**src/rtl/modulud_pkg.sv**
```systemverilog
// modulud_pkg: shared types and constants for the modulud remainder unit.
package modulud_pkg;

    // Default operand/result width.
    localparam int unsigned MODULUD_WIDTH = 16;

    // Iteration counter width at the default operand width.
    localparam int unsigned MODULUD_CNT_W = $clog2(MODULUD_WIDTH);

    typedef enum logic [0:0] {
        StIdle,
        StRun
    } state_e;

    // Counter width for an arbitrary width, kept at least one bit wide.
    function automatic int unsigned cnt_width(input int unsigned w);
        return (w > 1) ? $clog2(w) : 1;
    endfunction

endpackage

```
**src/rtl/modulud_step.sv**
```systemverilog
// modulud_step: one combinational restoring shift-subtract iteration.
module modulud_step
    import modulud_pkg::*;
#(
    parameter int unsigned WIDTH = MODULUD_WIDTH
) (
    input  logic [WIDTH-1:0] rem,
    input  logic             din,
    input  logic [WIDTH-1:0] divisor,
    output logic [WIDTH-1:0] rem_next,
    output logic             q_bit
);

    logic [WIDTH:0] trial;
    logic [WIDTH:0] diff;

    // Compare and subtract one bit wider so a divisor with its MSB set cannot overflow.
    always_comb begin
        trial    = {rem, din};
        diff     = trial - {1'b0, divisor};
        q_bit    = (trial >= {1'b0, divisor});
        rem_next = q_bit ? diff[WIDTH-1:0] : trial[WIDTH-1:0];
    end

endmodule

```
**src/rtl/modulud.sv**
```systemverilog
// modulud: sequential unsigned remainder, one quotient bit per clock.
// Optional feature macro: MODULUD_EARLY_EXIT_EN (skip the iterations when dividend < divisor).
module modulud
    import modulud_pkg::*;
#(
    parameter int unsigned WIDTH = MODULUD_WIDTH
) (
    input  logic             clk,
    input  logic             rst_n,
    input  logic             start,
    input  logic [WIDTH-1:0] dividend,
    input  logic [WIDTH-1:0] divisor,
    output logic             busy,
    output logic             done,
    output logic [WIDTH-1:0] result,
    output logic             div_by_zero
);

    localparam int unsigned CntW = cnt_width(WIDTH);
    localparam logic [CntW-1:0] CntLast = CntW'(WIDTH - 1);

    state_e           state_q, state_d;
    logic [CntW-1:0]  cnt_q, cnt_d;
    logic [WIDTH-1:0] dividend_q, dividend_d;
    logic [WIDTH-1:0] divisor_q, divisor_d;
    logic [WIDTH-1:0] rem_q, rem_d;
    logic [WIDTH-1:0] result_q, result_d;
    logic             short_q, short_d;
    logic             dbz_q, dbz_d;
    logic             done_q, done_d;

    logic             start_short;
    logic [WIDTH-1:0] rem_next;
    logic             q_bit;

`ifdef MODULUD_EARLY_EXIT_EN
    assign start_short = (divisor == '0) || (dividend < divisor);
`else
    assign start_short = (divisor == '0);
`endif

    modulud_step #(
        .WIDTH (WIDTH)
    ) u_step (
        .rem      (rem_q),
        .din      (dividend_q[WIDTH-1]),
        .divisor  (divisor_q),
        .rem_next (rem_next),
        .q_bit    (q_bit)
    );

    // State and datapath registers with synchronous active-low reset.
    always_ff @(posedge clk) begin
        if (!rst_n) begin
            state_q    <= StIdle;
            cnt_q      <= '0;
            dividend_q <= '0;
            divisor_q  <= '0;
            rem_q      <= '0;
            result_q   <= '0;
            short_q    <= 1'b0;
            dbz_q      <= 1'b0;
            done_q     <= 1'b0;
        end else begin
            state_q    <= state_d;
            cnt_q      <= cnt_d;
            dividend_q <= dividend_d;
            divisor_q  <= divisor_d;
            rem_q      <= rem_d;
            result_q   <= result_d;
            short_q    <= short_d;
            dbz_q      <= dbz_d;
            done_q     <= done_d;
        end
    end

    // Next-state: accept in idle, iterate in run, finish with a one-cycle done.
    always_comb begin
        state_d    = state_q;
        cnt_d      = cnt_q;
        dividend_d = dividend_q;
        divisor_d  = divisor_q;
        rem_d      = rem_q;
        result_d   = result_q;
        short_d    = short_q;
        dbz_d      = dbz_q;
        done_d     = 1'b0;
        unique case (state_q)
            StIdle: begin
                if (start) begin
                    dividend_d = dividend;
                    divisor_d  = divisor;
                    rem_d      = '0;
                    cnt_d      = '0;
                    dbz_d      = 1'b0;
                    short_d    = start_short;
                    state_d    = StRun;
                end
            end
            StRun: begin
                if (short_q) begin
                    // Remainder is the dividend itself; flag a zero divisor.
                    result_d = dividend_q;
                    dbz_d    = (divisor_q == '0);
                    done_d   = 1'b1;
                    state_d  = StIdle;
                end else begin
                    rem_d      = rem_next;
                    // Consumed dividend bits leave the top; quotient bits fill the bottom.
                    dividend_d = {dividend_q[WIDTH-2:0], q_bit};
                    cnt_d      = cnt_q + 1'b1;
                    if (cnt_q == CntLast) begin
                        result_d = rem_next;
                        done_d   = 1'b1;
                        state_d  = StIdle;
                    end
                end
            end
            default: state_d = StIdle;
        endcase
    end

    assign busy        = (state_q == StRun);
    assign done        = done_q;
    assign result      = result_q;
    assign div_by_zero = dbz_q;

endmodule

```
**config.mk**
```make
export PLATFORM = sky130hd
export DESIGN_NAME = modulud
export DESIGN_NICKNAME = d
export VERILOG_FILES = /design/src/rtl/modulud_pkg.sv /design/src/rtl/modulud_step.sv /design/src/rtl/modulud.sv
export SDC_FILE = /design/constraint.sdc
export NUM_CORES = 1
export LEC_CHECK = 0
export ABC_CLOCK_PERIOD_IN_PS = 6300
export BUFFER_PORTS_ARGS = -buffer_cell sky130_fd_sc_hd__clkbuf_2
export CAP_MARGIN = 15
export CORE_MARGIN = 2
export CORE_UTILIZATION = 48
export CTS_CLUSTER_DIAMETER = 30
export DETAILED_ROUTE_END_ITERATION = 10
export PLACE_DENSITY_LB_ADDON = 0.15
export SETUP_SLACK_MARGIN = 0.3
export SLEW_MARGIN = 20
export SYNTH_ARGS = -nofsm -noshare
export SYNTH_HDL_FRONTEND = slang
export SYNTH_SLANG_ARGS = --single-unit
```
**constraint.sdc**
```tcl
create_clock -name clk -period 6.3 [get_ports clk]
set_input_delay 1.89 -clock clk [delete_from_list [all_inputs] [get_ports clk]]
set_output_delay 1.89 -clock clk [all_outputs]
set_load 0.03 [all_outputs]
```
==> results.txt <==
Routability-driven placement finished with a final weighted congestion of just under 0.9. The clock tree synthesis step divided the H-tree into 3 levels. The sort of element at the start of the critical path is an input port. The layout cell share with drive strength beyond 1 came out at between 10% and 20%.

The first-pass iteration count of the detailed router came out at 5. The gate count of the mapped netlist came out at ~480. The path depth of the worst reg2reg path is 10. The simple-gate area share of the yosys netlist came out at a little under a fifth. The tightest min-delay check is of the reg2reg type. The clock-pin slew on the worst setup and hold paths came out at 0.07 ns. The number of global-route vias before repair came out at between 3,000 and 4,000. The clock insertion delay at the later pin of the skew report is about 0.35 ns.

The adder-cell area share of the yosys netlist came out at roughly 6%. The capture point of the worst reg-to-reg path is result[1]. Counting every net in the synthesized netlist gives 530. The starting utilization of the core area came out at between 40% and 50%. The average wire length per cell after detail routing is about 16 um.

The number of buffers between clock root and the deepest sink came out at 2. The combinational family with the most area after synthesis is compound AO/OA/AOI/OAI gates. The number of cell rows came out at 33. For this design, the CTS-stage hold fixing added 0 buffers. The post-detailed-placement half-perimeter wirelength is about 7300 um.

The area added between synthesis and finish is 12.6%. The width of the chip came out at approximately 95 um. The setup skew after layout came out at ~0.014 ns. During placement, the flow inserted port buffers numbering 53.

The total number of nets in the final design came out at approximately 570. The number of failing setup endpoints in the final timing report came out at 0. The I/O pin count is 54.

The data arrival time of the critical path is approximately 4.0 ns. The share of the synthesized area in compound gates (AO/OA/AOI/OAI) is around 23%. The register-to-register setup slack is around 3.2 ns. STA classifies the critical path endpoint as a flop. The core box area came out at ~8100 sq um. The tree built by TritonCTS fans out to a little over 70 sinks. The largest net degree at the start of global routing came out at between 50 and 60.

The final cell utilization of the core is around 55%. The slew at the pin with the worst max-slew slack is just over 1 ns. After layout, the worst path uses 59.7% of the clock period. Counting distinct cell types in the post-synthesis netlist gives 54. Of all nets on the critical path, the largest fanout is 32. For the final routed database, the setup TNS stands at 0 ns. The register bit count reported by yosys is 72. The critical path starts at start. Headroom to the max-slew limit came out at 32.2%.

The xor/xnor cell area share of the yosys netlist came out at under 10%. In the routed layout, each cell is associated on average with a via count of 5.60. The cell area after layout came out at 4490 sq um. The standby leakage power came out at 0.00182 uW.

Setup repair after global routing left no endpoint under its margin. The worst voltage drop across the vdd grid is 0.000178 V. The launch instance of the worst register-to-register path is divisor_q[6]. The power density of the placed cells came out at between 300 and 400 nW/um^2.

The post-CTS setup-driven buffer insertion count is 0. The highest clock frequency the design can meet came out at roughly 270 MHz. The predominant post-synthesis flop cell is sky130_fd_sc_hd__dfxtp_1. Along the worst hold path, the cell count comes to 2. The max capacitance violation total came out at 0. The max-slew violation total from the final report came out at 0.

The initial antenna violation count came to 0. The number of synthesized flops with an enable pin came out at 0. The repair_antennas step left the layout with diodes totalling 0. The die covers a little over 9000 sq um. The clock tree root driver cell is sky130_fd_sc_hd__clkbuf_8. The wire length of the first global-routing pass came out at 16,600 um. The routed layout has between 3,000 and 4,000 vias. The number of warnings issued by yosys came out at 0. Each instance of the synthesized netlist takes up on average between 8 and 9 sq um.

For the worst setup path, the data required time is 6.53 ns. The final critical path time including I/O delays and setup came out at approximately 3.8 ns. The run finished with clean final reports. The worst hold margin came out at approximately 0.45 ns.

The global-route usage over all layers came out at a little under a quarter. The post-synthesis async set-or-reset flop share is 0%. The final global-route overflow total is 0.

The total wirelength of the detailed-routed design is just under 10,000 um. The area after detailed placement came out at roughly 4300 sq um. The die outline height came out at approximately 95 um. The number of instances resized during post-cts repair came out at 0.

Fill cells in the final layout number approximately 780. TritonCTS built the clock tree. The DRC violation total after the first TritonRoute iteration is between 150 and 200.

The total DRC errors in the routed layout is 0. The final number of hold-violating endpoints is 0. The number of nets still failing antenna checks after routing came out at 0. The worst setup path is of the in2reg kind. The startpoint identified for the worst hold timing path is result[11].

Measured against the total synthesized area, the mux share comes to slightly above 8%. The proportion of synthesized chip area in sequential cells came out at a little over a third. The clock buffer count from CTS came out at 9. The most critical setup path has its endpoint at dividend_q[0]. The mapped cell area came out at ~4000 sq um.
[stage by stage]
| stage | total power, uW | setup slack, ns | cells |
|---|---|---|---|
| floorplan | 1130 | 3.36 | 477 |
| global placement | 1260 | 2.26 | 609 |
| detailed placement | 1270 | 2.17 | 609 |
| CTS | 1630 | 2.57 | 625 |
| global route | 1720 | 2.29 | 625 |
| finish | 1620 | 2.54 | 625 |
[where the power goes]
part / leakage, uW / internal (uW) / switching (uW)
combinational: 0.00113 / 338 / 395
clock: 0.0000993 / 193 / 173
sequential: 0.000588 / 492 / 33.7
total: 0.00182 / 1020 / 601
[critical path: stages]
cell                       delay, ns
sky130_fd_sc_hd__clkbuf_2       0.09
sky130_fd_sc_hd__nand2b_1       0.69
sky130_fd_sc_hd__nand2_1        0.87
sky130_fd_sc_hd__o21ai_0        0.39
sky130_fd_sc_hd__a21oi_1        0.06
[flip-flops by register name, summed over array words and instances, names as in the netlist]
| register | cells |
|---|---|
| done | 1 |
| div_by_zero | 1 |
| rem_q | 16 |
| divisor_q | 16 |
| result | 16 |
| dividend_q | 16 |
| short_q | 1 |
| busy | 1 |
| cnt_q | 4 |
[cell type report]
cell class              instances  area, sq um  share of cell area, %
well taps                     105          131                   2.92
repair buffers                 58          303                   6.74
clock buffers                  11          141                   3.15
multi-input cells             353         2340                   52.1
flip-flops and latches         72         1440                   32.1
inverters                      21         78.8                   1.75
clock inverters                 5         56.3                   1.25
[worst min path at each step]
stage	end	slack, ns
after floorplan	divisor_q[10]	0.45
after global placement	result[7]	0.44
after detailed placement	result[6]	0.45
after CTS	result[11]	0.46
after global routing	result[11]	0.47
final	result[11]	0.45
[routing by layer]
metal,vias up,track usage [%],part of all wire [%]
met3,15,5.69,4.3
met1,1637,32.7,47
met2,68,36.2,46
met5,-,0,0
li1,1783,-,-
met4,0,6.64,1.9
[placed cells by master (no fill, tap or decap), drive strengths merged, types with 12 or more instances in the layout]
cell / netlist / routed
a21oi: 37 / 37
inv: 20 / 20
mux2i: 16 / 16
nand2: 65 / 65
o21ai: 26 / 26
nor2: 42 / 42
a211oi: 20 / 20
dfxtp: 72 / 72
ha: 17 / 17
o2111ai: 12 / 12
clkbuf: 23 / 64
mux2: 12 / 12
[Yosys cell counts, types with 2 or more instances]
| library cell | count | area share, % |
|---|---|---|
| sky130_fd_sc_hd__and3_1 | 4 | 0.63 |
| sky130_fd_sc_hd__o2111ai_1 | 12 | 2.6 |
| sky130_fd_sc_hd__a21o_1 | 7 | 1.3 |
| sky130_fd_sc_hd__a22oi_1 | 10 | 1.9 |
| sky130_fd_sc_hd__o21ai_0 | 15 | 1.9 |
| sky130_fd_sc_hd__o21bai_1 | 2 | 0.38 |
| sky130_fd_sc_hd__a21oi_1 | 37 | 4.6 |
| sky130_fd_sc_hd__nand3_1 | 7 | 0.88 |
| sky130_fd_sc_hd__nand2b_1 | 11 | 1.7 |
| sky130_fd_sc_hd__and2_1 | 3 | 0.47 |
| sky130_fd_sc_hd__or2_2 | 2 | 0.31 |
| sky130_fd_sc_hd__clkbuf_1 | 23 | 2.2 |
| sky130_fd_sc_hd__dfxtp_1 | 72 | 36 |
| sky130_fd_sc_hd__nor2b_1 | 3 | 0.47 |
| sky130_fd_sc_hd__buf_6 | 2 | 0.56 |
| sky130_fd_sc_hd__a211oi_1 | 19 | 3.6 |
| sky130_fd_sc_hd__o211ai_1 | 5 | 0.94 |
| sky130_fd_sc_hd__mux2_1 | 2 | 0.56 |
| sky130_fd_sc_hd__nand4_1 | 6 | 0.94 |
| sky130_fd_sc_hd__nor2_1 | 42 | 3.9 |
| sky130_fd_sc_hd__buf_1 | 4 | 0.38 |
| sky130_fd_sc_hd__nand3b_1 | 2 | 0.38 |
| sky130_fd_sc_hd__nand2_1 | 65 | 6.1 |
| sky130_fd_sc_hd__xor2_1 | 5 | 1.1 |
| sky130_fd_sc_hd__nor4_1 | 9 | 1.4 |
| sky130_fd_sc_hd__mux2i_1 | 16 | 4.0 |
| sky130_fd_sc_hd__o21ai_1 | 10 | 1.3 |
| sky130_fd_sc_hd__mux2_4 | 9 | 3.4 |
| sky130_fd_sc_hd__o21a_1 | 4 | 0.75 |
| sky130_fd_sc_hd__o31ai_1 | 2 | 0.38 |
| sky130_fd_sc_hd__inv_1 | 20 | 1.9 |
| sky130_fd_sc_hd__a31oi_1 | 2 | 0.31 |
| sky130_fd_sc_hd__xnor2_1 | 8 | 1.8 |
| sky130_fd_sc_hd__ha_1 | 17 | 5.3 |
[cells by family (layout without fill, tap and decap cells)]
family          after synthesis  in the layout
mux                          28             28
fa+ha+maj                    18             18
xor+xnor                     13             13
simple gates                158            158
buf+inv                      52             95
flops                        72             72
compound gates              136            136
Note: power is estimated with default switching activity, not from simulation.
